File: config.mk
export PLATFORM = sky130hd
export DESIGN_NAME = cache_array_ctrl
export DESIGN_NICKNAME = d
export VERILOG_FILES = /design/src/rtl/cache_array_ctrl.sv
export SDC_FILE = /design/constraint.sdc
export NUM_CORES = 1
export LEC_CHECK = 0
export ABC_AREA = 1
export CAP_MARGIN = 20
export CORE_AREA = 5 5 223 225
export CTS_BUF_LIST = sky130_fd_sc_hd__clkbuf_8
export CTS_CLUSTER_SIZE = 28
export DETAILED_ROUTE_END_ITERATION = 16
export DIE_AREA = 0 0 228 230
export GPL_ROUTABILITY_DRIVEN = 0
export GPL_TIMING_DRIVEN = 0
export PLACE_DENSITY = 0.6
export SYNTH_ARGS = -nofsm -noshare
export SYNTH_HDL_FRONTEND = slang
export SYNTH_SLANG_ARGS = --single-unit
File: constraint.sdc
create_clock -name clk -period 3.1 [get_ports clk]
set_input_delay 0.465 -clock clk [delete_from_list [all_inputs] [get_ports clk]]
set_output_delay 0.465 -clock clk [all_outputs]
set_load 0.01 [all_outputs]
File: src/rtl/cache_array_ctrl.sv
// Direct-mapped LC-3b cache controller; line data lives in an external array, tag/valid/dirty live here.
// Optional build macro CACHE_ARRAY_CTRL_PERF_EN adds saturating hit_count/miss_count outputs.
module cache_array_ctrl #(
    parameter int LINE_W = 128,
    parameter int IDX_W  = 3,
    parameter int TAG_W  = 9
) (
    input  logic              clk,
    input  logic              rst,
    input  logic [15:0]       mem_address,
    input  logic              mem_read,
    input  logic              mem_write,
    input  logic [1:0]        mem_byte_enable,
    input  logic [15:0]       mem_wdata,
    output logic [15:0]       mem_rdata,
    output logic              mem_resp,
    output logic [15:0]       pmem_address,
    output logic              pmem_read,
    output logic              pmem_write,
    output logic [LINE_W-1:0] pmem_wdata,
    input  logic [LINE_W-1:0] pmem_rdata,
    input  logic              pmem_resp,
    output logic [IDX_W-1:0]  arr_index,
    output logic              arr_write,
    output logic [LINE_W-1:0] arr_datain,
    input  logic [LINE_W-1:0] arr_dataout
`ifdef CACHE_ARRAY_CTRL_PERF_EN
    ,
    output logic [15:0]       hit_count,
    output logic [15:0]       miss_count
`endif
);

    localparam int LINES = 1 << IDX_W;

    typedef enum logic [1:0] {
        IDLE,
        WRITEBACK,
        FILL
    } state_t;

    state_t           state;
    logic [TAG_W-1:0] tags [LINES];
    logic [LINES-1:0] valid;
    logic [LINES-1:0] dirty;

    logic [TAG_W-1:0] addr_tag;
    logic [IDX_W-1:0] idx;
    logic [2:0]       word;
    logic             req;
    logic             is_write;
    logic             hit;
    logic [LINE_W-1:0] merged;
    logic             addr_unused;

    assign addr_tag    = mem_address[15 -: TAG_W];
    assign idx         = mem_address[4 +: IDX_W];
    assign word        = mem_address[3:1];
    assign addr_unused = mem_address[0];
    assign req         = mem_read | mem_write;
    assign is_write    = mem_write;
    assign hit         = valid[idx] && (tags[idx] == addr_tag);
    assign arr_index   = idx;

    // Read-modify-write of the selected word: only enabled byte lanes take CPU data.
    always_comb begin
        merged = arr_dataout;
        if (mem_byte_enable[0]) merged[{word, 4'b0000} +: 8] = mem_wdata[7:0];
        if (mem_byte_enable[1]) merged[{word, 4'b1000} +: 8] = mem_wdata[15:8];
    end

    always_comb begin
        mem_resp     = 1'b0;
        mem_rdata    = 16'h0000;
        pmem_read    = 1'b0;
        pmem_write   = 1'b0;
        pmem_address = {addr_tag, idx, 4'b0000};
        pmem_wdata   = '0;
        arr_write    = 1'b0;
        arr_datain   = merged;
        case (state)
            IDLE: begin
                if (req && hit) begin
                    mem_resp = 1'b1;
                    if (is_write) arr_write = 1'b1;
                    else          mem_rdata = arr_dataout[{word, 4'b0000} +: 16];
                end
            end
            WRITEBACK: begin
                pmem_write   = 1'b1;
                pmem_address = {tags[idx], idx, 4'b0000};
                pmem_wdata   = arr_dataout;
            end
            FILL: begin
                pmem_read = 1'b1;
                if (pmem_resp) begin
                    arr_write  = 1'b1;
                    arr_datain = pmem_rdata;
                end
            end
            default: ;
        endcase
    end

    // After a fill the held request returns through IDLE and completes there as a hit.
    always_ff @(posedge clk or posedge rst) begin
        if (rst) begin
            state <= IDLE;
            valid <= '0;
            dirty <= '0;
            for (int i = 0; i < LINES; i++) tags[i] <= '0;
        end else begin
            case (state)
                IDLE: begin
                    if (req) begin
                        if (hit) begin
                            if (is_write) dirty[idx] <= 1'b1;
                        end else if (dirty[idx]) begin
                            state <= WRITEBACK;
                        end else begin
                            state <= FILL;
                        end
                    end
                end
                WRITEBACK: begin
                    if (pmem_resp) begin
                        dirty[idx] <= 1'b0;
                        state      <= FILL;
                    end
                end
                FILL: begin
                    if (pmem_resp) begin
                        tags[idx]  <= addr_tag;
                        valid[idx] <= 1'b1;
                        dirty[idx] <= 1'b0;
                        state      <= IDLE;
                    end
                end
                default: state <= IDLE;
            endcase
        end
    end

`ifdef CACHE_ARRAY_CTRL_PERF_EN
    logic miss_pending;
    logic miss_start;

    assign miss_start = (state == IDLE) && req && !hit;

    // The response that finishes a miss is not a hit, so miss_pending suppresses it.
    always_ff @(posedge clk or posedge rst) begin
        if (rst) begin
            hit_count    <= 16'h0000;
            miss_count   <= 16'h0000;
            miss_pending <= 1'b0;
        end else begin
            if (miss_start) begin
                miss_pending <= 1'b1;
                if (miss_count != 16'hFFFF) miss_count <= miss_count + 16'h0001;
            end
            if (mem_resp) begin
                if (miss_pending) miss_pending <= 1'b0;
                else if (hit_count != 16'hFFFF) hit_count <= hit_count + 16'h0001;
            end
        end
    end
`endif

endmodule

==> results of run 1 <==
[flip-flops by register name (all words and copies together), names as in the netlist, named ones only]
| register | count |
|---|---|
| tags | 72 |
| valid | 8 |
| state | 2 |
[metrics by stage]
stage | setup WS [ps] | instances | TNS [ps]
2_1_floorplan | 2.60 | 1822 | 0
3_3_place_gp | -2140 | 3019 | -327290
3_5_place_dp | -2190 | 3020 | -241300
4_1_cts | -74.7 | 3073 | -635
5_1_grt | -132 | 3098 | -729
6_report | -45.4 | 3101 | -177
[cells in the final DEF, fill, tap and decap left out, types with 9 or more instances in the layout]
| cell | netlist | layout |
|---|---|---|
| o21ai_1 | 4 | 29 |
| o22ai_1 | 16 | 16 |
| inv_1 | 271 | 262 |
| clkbuf_4 | 0 | 20 |
| nor3_1 | 46 | 24 |
| clkdlybuf4s15_2 | 0 | 16 |
| nor3_2 | 1 | 15 |
| o21ai_0 | 274 | 238 |
| nor2_1 | 186 | 159 |
| a31oi_1 | 62 | 51 |
| dlygate4sd2_1 | 0 | 63 |
| dfrtp_1 | 90 | 90 |
| a21oi_1 | 58 | 54 |
| nand4_1 | 26 | 26 |
| buf_6 | 3 | 18 |
| buf_12 | 0 | 9 |
| clkbuf_1 | 92 | 25 |
| nand2_2 | 2 | 25 |
| buf_2 | 4 | 26 |
| nor2_2 | 11 | 18 |
| nand3_2 | 0 | 13 |
| nand2_1 | 538 | 507 |
| clkbuf_8 | 0 | 23 |
| nor2_4 | 3 | 25 |
| clkbuf_2 | 0 | 28 |
| clkdlybuf4s50_1 | 0 | 455 |
| nand3_1 | 58 | 42 |
| buf_4 | 17 | 74 |
| a221oi_2 | 0 | 9 |
[tightest hold or removal path, delay by kind of cell, from the launching register on]
family | cells | cell delay [ps]
buf+inv | 1 | 50
flops | 1 | 330
simple gates | 1 | 50
[worst paths after layout]
check / end / startpoint / slack (ps)
setup / recovery: arr_datain[61] / mem_wdata[13] / -50
hold / removal: valid[3] / valid[3] / 450
setup reg to reg: flip-flop / tags[61] / 780
hold reg to reg: valid[3] / valid[3] / 450
max in group asynchronous: async pin / rst / 1970
min in group asynchronous: tags[42] / rst / 480
[per-layer routing]
layer,wire length (µm),up-vias,part of all wire
met4,3930,10,0.050
met1,30800,7462,0.39
met3,8720,249,0.11
met2,35700,1245,0.45
li1,-,7187,-
met5,124,-,0.0016
[timing repair]
item,in CTS,in global routing
setup endpoints to repair,307,193
pin swaps,37,46
buffers inserted,36,19
cloned,6,3
resized for setup,629,119
[logic make-up after synthesis]
family,count (synthesis),synth area share
buffers and inverters,401,0.161
other,1,0.000377
and+or+nand+nor,877,0.359
DFF,90,0.227
AOI/OAI and AO/OA,441,0.242
adders and majority gates,9,0.0113
[final cells by class]
class | count | area, µm² | share of cell area
multi-input cells | 1333 | 6990 | 0.377
repair buffers | 645 | 6270 | 0.339
flip-flops and latches | 90 | 2250 | 0.122
inverters | 275 | 1080 | 0.0582
plain buffers | 122 | 985 | 0.0532
well taps | 615 | 769 | 0.0415
clock buffers | 11 | 151 | 0.00817
diodes | 8 | 20.0 | 0.00108
clock inverters | 2 | 7.51 | 0.000405
[power by group through the flow]
stage / sequential, W / clock (W) / combinational [W]
2_1_floorplan: 0.00182 / 0 / 0.00242
3_3_place_gp: 0.00185 / 0 / 0.00538
3_5_place_dp: 0.00187 / 0 / 0.00543
4_1_cts: 0.00185 / 0.000742 / 0.00559
5_1_grt: 0.00191 / 0.000788 / 0.00623
6_report: 0.00186 / 0.000727 / 0.00582
==> results by group, run 1 <==
GRT
  • GR Overflow Total: 0
  • Largest net degree at the start of global routing: 51
  • Met2 Resource Use GR: 0.451
  • Met1 usage: 0.350
  • First-pass GRT wire length: 110,000 µm
  • Initial antenna violation count: 14
  • Vias in the first global route: 15,600
  • Met3 Use GR: 0.0902
  • Grt peak-use layer: met2
  • GRT Util Overall: 0.280

Power
  • VDD IR max: 0.207 mV
  • Sw Ratio: 0.484
  • Flop pwr share: 0.221
  • Clock power share: 0.086
  • Power per cell area: 454 nW/µm²
  • P_leak: 8.94 nW
  • Cell Int Power: 0.00434 W
  • Combinational power share: 0.692
  • Net Sw Power: 0.00407 W
  • Total chip power: 0.00841 W

Synthesis
  • Synth top area share: 0.227
  • Synth unique cells: 32
  • Top cells by area, synth: dfrtp_1 23%, nand2_1 20%, o21ai_0 14%, inv_1 10%, nor2_1 7.0%
  • Post-Synthesis Cells: 1,819
  • Number of flops mapped to enable cells by yosys: 0
  • Yosys warning count: 0
  • Syn avg cell area: 5.46 µm²
  • Seq/Total Area, Yosys: 0.227
  • #FFs+latches synth: 90
  • Post-synth design cell area: 9930 µm²
  • Top-count cell post-synth: nand2_1
  • Post-synth top cells: 538 x nand2_1, 274 x o21ai_0, 271 x inv_1, 186 x nor2_1, 92 x clkbuf_1
  • Asr flop ratio synth: 1.00
  • Ys flop type: dfrtp_1
  • Cell taking the most area after synthesis: dfrtp_1

Worst setup path
  • Worst Reg-to-Reg Cells: 17
  • Critical path class: primary input to output port
  • Critical-path top delay cell: clkdlybuf4s50_1
  • Crit. End Element: output port
  • Max stage delay on crit path: 580 ps
  • CP Cell Sequence: clkdlybuf4s50_1, inv_1, nor3_1, nand2_1, a31oi_2, clkdlybuf4s50_1
  • Worst path bufs/invs: 3
  • Kind of cell adding the most delay to the critical path: buffers and inverters
  • Worst path required time: 2630 ps
  • CP Data Arrival Time: 2680 ps
  • Worst setup SP type: primary input
  • Crit. path cell count: 6
  • CP dominant cell by count: clkdlybuf4s50_1
  • Crit path max fanout: 4

Floorplan
  • Die height: 230 µm
  • Top-level I/O count: 590
  • Full die area: 52,400 µm²
  • Initial core utilization: 0.210
  • Chip width: 228 µm
  • Core Region: 47,300 µm²
  • Core Rows: 80

Placement
  • Placed inst area: 16,600 µm²
  • IO buf count: 582
  • DP Wirelength: 65,000 µm

Clock network
  • CTS tree: built
  • H-tree levels: 3
  • Root Driver: clkbuf_8
  • CTS buffer count: 9
  • CTS sink cnt: 90
  • Worst-path clk slew: 80 ps
  • Max Root-Sink Buffers: 2
  • Clock Latency Late Sink: 380 ps
  • Hold Buf Count CTS: 0

Route
  • Post-route antenna net violation count: 0
  • DR WL/cell: 25.5 µm
  • DRC errors left: 0
  • Drt pass-1 iters: 6
  • Routed WL: 79,200 µm
  • Total number of vias: 16,200
  • Routed vias/inst: 5.21
  • 1st-iter DRT viols: 1,798

Timing
  • Hold Violations, Final: 0
  • Fin Hold WS: 454 ps
  • RSZ-0062 raised after global routing: true
  • Tmin final: 3150 ps
  • Post-Route Skew: 12.0 ps
  • Tcrit/Tclk final: 1.01
  • Worst-Margin Slew: 758 ps
  • Final Max Slew Viols: 0
  • Final setup fails: 7
  • Slew margin rel.: 0.494
  • PnR worst setup slack: -45.4 ps
  • F_max: 318 MHz

Status
  • Status: complete, but fails checks
  • Failing checks: setup timing

Finish
  • Layout cell share with drive strength beyond 1: 0.162
  • Area delta synth->final: 86.5%
  • Final nets: 2,780
  • Final Cell Area: 18,500 µm²
  • Fin util: 0.391
  • Fillers: 5,074

Flow run
  • Max Cap Viol: 0

Hold path
  • Hold Crit Depth: 2
  • Worst Hold Class: flip-flop to flip-flop
Note: power is estimated with default switching activity, not from simulation.
==> inputs of run 2 (changes only) <==
Settings changed: SETUP_SLACK_MARGIN set to 0.2.
==> run 2 against run 1 <==
Compared with the run above: the flow now finishes without violations; via count is 1.2% higher; global-route usage is 0.29 points higher; power increased by 3.1%; combinational power rose by 4.5%; critical path type unchanged.
==> results by group, run 2 (synthesized netlist as in run 1, its figures left out) <==
Floorplan
  • Initial core utilization: 0.210
  • Core Rows: 80
  • Full die area: 52,400 µm²
  • Top-level I/O count: 590
  • Core Region: 47,300 µm²
  • Chip width: 228 µm
  • Die height: 230 µm

Placement
  • Inst Count DP: 3,020
  • Post-Place Worst Slack: -1710 ps
  • DP Wirelength: 65,400 µm
  • IO buf count: 582

Worst setup path
  • Crit. End Element: output port
  • Worst Reg-to-Reg Cells: 8
  • Worst path required time: 2630 ps
  • CP Data Arrival Time: 2610 ps
  • Worst setup SP type: primary input
  • Reg2reg end: tags[35]
  • Crit path from: mem_address[1]
  • Crit path max fanout: 4
  • R2R Setup Slk: 840 ps
  • Critical path class: primary input to output port
  • Worst R2R Start: state[0]

Power
  • Sw Ratio: 0.483
  • Clock power share: 0.084
  • P_leak: 9.72 nW
  • VDD IR max: 0.249 mV
  • Cell Int Power: 0.00448 W
  • Combinational power share: 0.702
  • Power per cell area: 440 nW/µm²
  • Net Sw Power: 0.00419 W
  • Flop pwr share: 0.215

Timing
  • Post-Route Skew: 14.2 ps
  • Final Max Slew Viols: 0
  • Setup_tns: 0 ps
  • Slew margin rel.: 0.485
  • Tcrit/Tclk final: 0.993
  • F_max: 325 MHz
  • Worst-Margin Slew: 770 ps
  • Final setup fails: 0
  • Hold Violations, Final: 0
  • PnR worst setup slack: 22.1 ps
  • RSZ-0062 raised after global routing: true
  • Tmin final: 3080 ps

Route
  • Total number of vias: 16,300
  • DR WL/cell: 25.7 µm
  • Post-route antenna net violation count: 0
  • 1st-iter DRT viols: 2,081
  • Drt pass-1 iters: 7
  • Routed vias/inst: 5.21
  • DRC errors left: 0
  • Routed WL: 80,700 µm

Finish
  • Most common library cell in the layout ignoring fill and taps: nand2_1
  • Post-route insts no fill: 3,137
  • Most flop-heavy register: tags
  • Commonest non-fill, non-tap cells in the layout: 498 x nand2_1, 403 x clkdlybuf4s50_1, 261 x inv_1
  • Largest regs: tags x72, valid x8, state x2
  • Max FFs per register: 72
  • Layout cell share with drive strength beyond 1: 0.215
  • Final nets: 2,813
  • Area delta synth->final: 98.5%

GRT
  • Largest net degree at the start of global routing: 73
  • First-pass GRT wire length: 112,000 µm
  • GRT Util Overall: 0.283
  • Vias in the first global route: 16,000
  • GR Overflow Total: 0
  • Initial antenna violation count: 6

Clock network
  • Root Driver: clkbuf_8
  • CTS tree: built
  • Max Root-Sink Buffers: 2
  • Clock Latency Late Sink: 370 ps
  • CTS sink cnt: 90
  • CTS buffer count: 9
  • Worst-path clk slew: 90 ps
  • H-tree levels: 3
  • Hold Buf Count CTS: 0

Flow run
  • Max Cap Viol: 0

Hold path
  • Worst Hold Class: primary input to async pin

Status
  • Status: completed
==> run 2: repair_timing <==
| item | CTS | global route |
|---|---|---|
| pin swaps | 80 | 72 |
| hold endpoints to repair | 0 | 0 |
| gates resized for setup | 874 | 259 |
| gates cloned | 11 | 3 |
| endpoints found under the setup margin | 316 | 212 |
| buffers inserted | 64 | 15 |
==> run 2: how the worst max path moves through the flow <==
| stage | to | slack [ps] | cells after the start |
|---|---|---|---|
| floorplan | arr_datain[118] | 210 | 13 |
| global placement | arr_datain[5] | -1690 | 13 |
| detailed placement | arr_datain[5] | -1710 | 13 |
| CTS | arr_datain[5] | 1 | 14 |
| global route | arr_datain[69] | -110 | 16 |
| finish | arr_datain[69] | 20 | 16 |
==> run 2: metal layers <==
metal / vias to the layer above / share of wire / track usage
met5: - / 0.00016 / 0
li1: 7256 / - / -
met4: 2 / 0.061 / 0.118
met1: 7546 / 0.38 / 0.358
met2: 1270 / 0.44 / 0.454
met3: 273 / 0.11 / 0.0823
==> run 2: final cells by class <==
class	instances	area, µm²
diodes	8	20.0
repair buffers	675	6760
inverters	275	1080
multi-input cells	1332	7530
flip-flops and latches	90	2250
fillers	4882	27600
plain buffers	126	1140
well taps	615	769
clock inverters	6	36.3
clock buffers	10	138
==> run 2: per-stage QoR <==
step	cell area, µm²	utilization	total power (W)	hold slack [ps]
2_1_floorplan	10000	-	0.00425	423
4_1_cts	18600	0.393	0.00829	391
3_5_place_dp	16700	0.352	0.00728	447
6_report	19700	0.417	0.00867	388
5_1_grt	19700	0.416	0.00919	410
3_3_place_gp	16600	0.351	0.00722	437
==> run 2: power by group through the flow <==
| stage | combinational (W) | sequential (W) | clock, W |
|---|---|---|---|
| 2_1_floorplan | 0.00243 | 0.00182 | 0 |
| 3_3_place_gp | 0.00537 | 0.00185 | 0 |
| 3_5_place_dp | 0.00541 | 0.00187 | 0 |
| 4_1_cts | 0.00570 | 0.00185 | 0.000745 |
| 5_1_grt | 0.00650 | 0.00191 | 0.000790 |
| 6_report | 0.00608 | 0.00186 | 0.000726 |
==> run 2: critical path, stage by stage <==
cell       delay [ps]
buf_8              70
buf_6             100
inv_6              40
buf_8             110
clkbuf_16         140
ha_4              160
ha_4              300
nand2_4            60
nor2_4            110
nand4_1           230
buf_4             250
buf_6             130
a21oi_4           120
o21ai_2            90
nand2_1            90
buf_2             130
==> inputs of run 3 (changes only) <==
Settings changed: ABC_AREA 1 to unset, CORE_AREA 5 5 223 225 to 5 5 226 228, DIE_AREA 0 0 228 230 to 0 0 231 233, PLACE_DENSITY 0.6 to 0.57.
==> run 3 against run 2 <==
Compared with the run above: the run now ends with setup timing left; maximum frequency down 12%; sequential power up 4%; combinational power down 1%; synthesized cell count down 35%; first-iteration DRC count down 49%; clock power up 16%; non-clock buffer count down 42; core utilization down 5.4 points; sequential share of layout area up 1.4 points; largest power group unchanged; highest routed layer unchanged.
==> results by group, run 3 <==
Status
  • Status: complete, but fails checks
  • Failing checks: setup timing

Floorplan
  • Top-level I/O count: 590
  • Core Rows: 81
  • Chip width: 231 µm
  • Core Region: 48,600 µm²
  • Die height: 233 µm
  • Full die area: 53,800 µm²
  • Initial core utilization: 0.193

Synthesis
  • Ys flop type: dfrtp_1
  • Cell taking the most area after synthesis: dfrtp_1
  • Synth top area share: 0.240
  • Syn avg cell area: 7.88 µm²
  • #FFs+latches synth: 90
  • Post-Synthesis Cells: 1,189
  • Post-synth design cell area: 9370 µm²
  • Top-count cell post-synth: nand2_1
  • Asr flop ratio synth: 1.00
  • Synth unique cells: 52
  • Seq/Total Area, Yosys: 0.240
  • Top cells by area, synth: dfrtp_1 24%, mux2i_1 11%, and2_1 8.7%, mux4_2 8.7%, nand2_1 8.3%
  • Yosys warning count: 0
  • Number of flops mapped to enable cells by yosys: 0
  • Post-synth top cells: 208 x nand2_1, 130 x and2_1, 129 x o21ai_0, 109 x nor2_1, 102 x mux2i_1

Route
  • 1st-iter DRT viols: 1,062
  • DR WL/cell: 32.8 µm
  • Routed WL: 81,600 µm
  • Post-Route M1 WL: 30,300 µm
  • Routed vias/inst: 5.14
  • Routed wl met2: 38,400 µm
  • Post-route antenna net violation count: 0
  • DR top layer: met5
  • DRC errors left: 0
  • Routed length on met3: 8560 µm
  • Drt pass-1 iters: 6
  • Total number of vias: 12,800

Timing
  • Worst-Margin Slew: 886 ps
  • Final setup fails: 18
  • Slew margin rel.: 0.409
  • PnR worst setup slack: -410 ps
  • Final Max Slew Viols: 0
  • Post-Route Skew: 8.50 ps
  • Hold Violations, Final: 0
  • Tmin final: 3510 ps
  • RSZ-0062 raised after global routing: true
  • F_max: 285 MHz
  • Tcrit/Tclk final: 1.13

Finish
  • Layout cell share with drive strength beyond 1: 0.263
  • Max FFs per register: 72
  • Largest regs: tags x72, valid x8, state x2
  • Fin util: 0.363
  • Most flop-heavy register: tags
  • Area delta synth->final: 88.2%
  • Final nets: 2,153
  • Most common library cell in the layout ignoring fill and taps: clkdlybuf4s50_1
  • Post-route insts no fill: 2,491
  • Fillers: 5,086
  • Commonest non-fill, non-tap cells in the layout: 376 x clkdlybuf4s50_1, 206 x nand2_1, 130 x and2_1

Power
  • VDD IR max: 0.320 mV
  • Clock power share: 0.096
  • Power per cell area: 497 nW/µm²
  • Combinational power share: 0.683
  • Cell Int Power: 0.00482 W
  • Sw Ratio: 0.451
  • Net Sw Power: 0.00396 W
  • Flop pwr share: 0.221
  • P_leak: 7.30 nW

Clock network
  • Hold Buf Count CTS: 0
  • Worst-path clk slew: 80 ps
  • CTS buffer count: 9
  • CTS sink cnt: 90
  • Max Root-Sink Buffers: 2
  • Root Driver: clkbuf_8
  • H-tree levels: 3
  • CTS tree: built
  • Clock Latency Late Sink: 370 ps

Hold path
  • Worst Hold Class: flip-flop to flip-flop
  • Hold_sp: valid[0]

GRT
  • Vias in the first global route: 13,000
  • GRT Util Overall: 0.284
  • Initial antenna violation count: 28
  • GR Overflow Total: 0
  • Largest net degree at the start of global routing: 48
  • First-pass GRT wire length: 107,000 µm

Worst setup path
  • CP Data Arrival Time: 3050 ps
  • Crit. End Element: output port
  • Crit path from: tags[8]
  • Critical path class: flip-flop to output port
  • Worst setup SP type: flip-flop
  • Worst path required time: 2630 ps
  • Worst R2R Start: tags[8]
  • Crit path max fanout: 6

Placement
  • IO buf count: 571
  • DP Wirelength: 68,800 µm
  • Post-Place Worst Slack: -2170 ps
  • Inst Count DP: 2,390

Flow run
  • Max Cap Viol: 0
==> run 3: stage by stage <==
stage | hold slack (ps) | cell area (µm²) | total power (W) | TNS, ps
global placement | 449 | 15900 | 0.00750 | -436180
floorplan | 434 | 9430 | 0.00435 | 0
CTS | 475 | 17500 | 0.00870 | -5930
global route | 486 | 17600 | 0.00921 | -8670
finish | 473 | 17600 | 0.00877 | -6660
detailed placement | 454 | 16000 | 0.00761 | -338330
==> run 3: path summary, 6_finish.rpt <==
path                       slack, ps  depth (start not counted)      endpoint
max in group asynchronous       1940                          3      tags[42]
max                             -410                         10  mem_rdata[4]
min                              470                          1      valid[0]
max reg2reg                      270                         14     flip-flop
min reg2reg                      470                          1      valid[0]
min in group asynchronous        520                          2      tags[43]
==> run 3: power groups by stage <==
stage	clock (W)	combinational, W	sequential, W
final	0.000842	0.00599	0.00194
after detailed placement	0	0.00565	0.00196
after global routing	0.000907	0.00631	0.00200
after global placement	0	0.00559	0.00192
after floorplan	0	0.00248	0.00187
after CTS	0.000850	0.00591	0.00194
==> run 3: final cells by class <==
cell class / count / area (µm²) / share of cell area
plain buffers: 112 / 1020 / 0.0577
clock inverters: 3 / 38.8 / 0.00220
repair buffers: 647 / 6040 / 0.343
well taps: 622 / 778 / 0.0441
clock buffers: 12 / 165 / 0.00936
inverters: 12 / 61.3 / 0.00348
flip-flops and latches: 90 / 2250 / 0.128
diodes: 16 / 40.0 / 0.00227
multi-input cells: 977 / 7240 / 0.410
==> run 3: cells by family after synthesis <==
logic type,count (synthesis),synth area share
DFF,90,0.240
and+or+nand+nor,498,0.257
muxes,196,0.265
adders and majority gates,9,0.0120
buffers and inverters,125,0.0582
xor gates and xnor gates,6,0.00561
other,1,0.000400
AOI/OAI and AO/OA,264,0.161
==> run 3: repair_timing <==
item | CTS | global route
gates resized for setup | 804 | 200
setup endpoints to repair | 324 | 194
gates cloned | 1 | 0
pin swaps | 33 | 33
setup buffers | 57 | 12
==> run 3: metal layers <==
metal  GRT usage  vias up
met1       0.332     6328
li1            -     5476
met3      0.0973      162
met5           0        -
met2       0.473      829
met4       0.126       10
==> run 3: worst max-delay path, cell delays in order, from the launching register on <==
cell	delay, ps
dfrtp_1	380
mux4_2	480
mux2i_2	210
xor2_1	260
o211ai_1	200
nor4b_4	380
nand4b_4	150
buf_12	170
buf_6	160
a21oi_2	140
buf_6	140
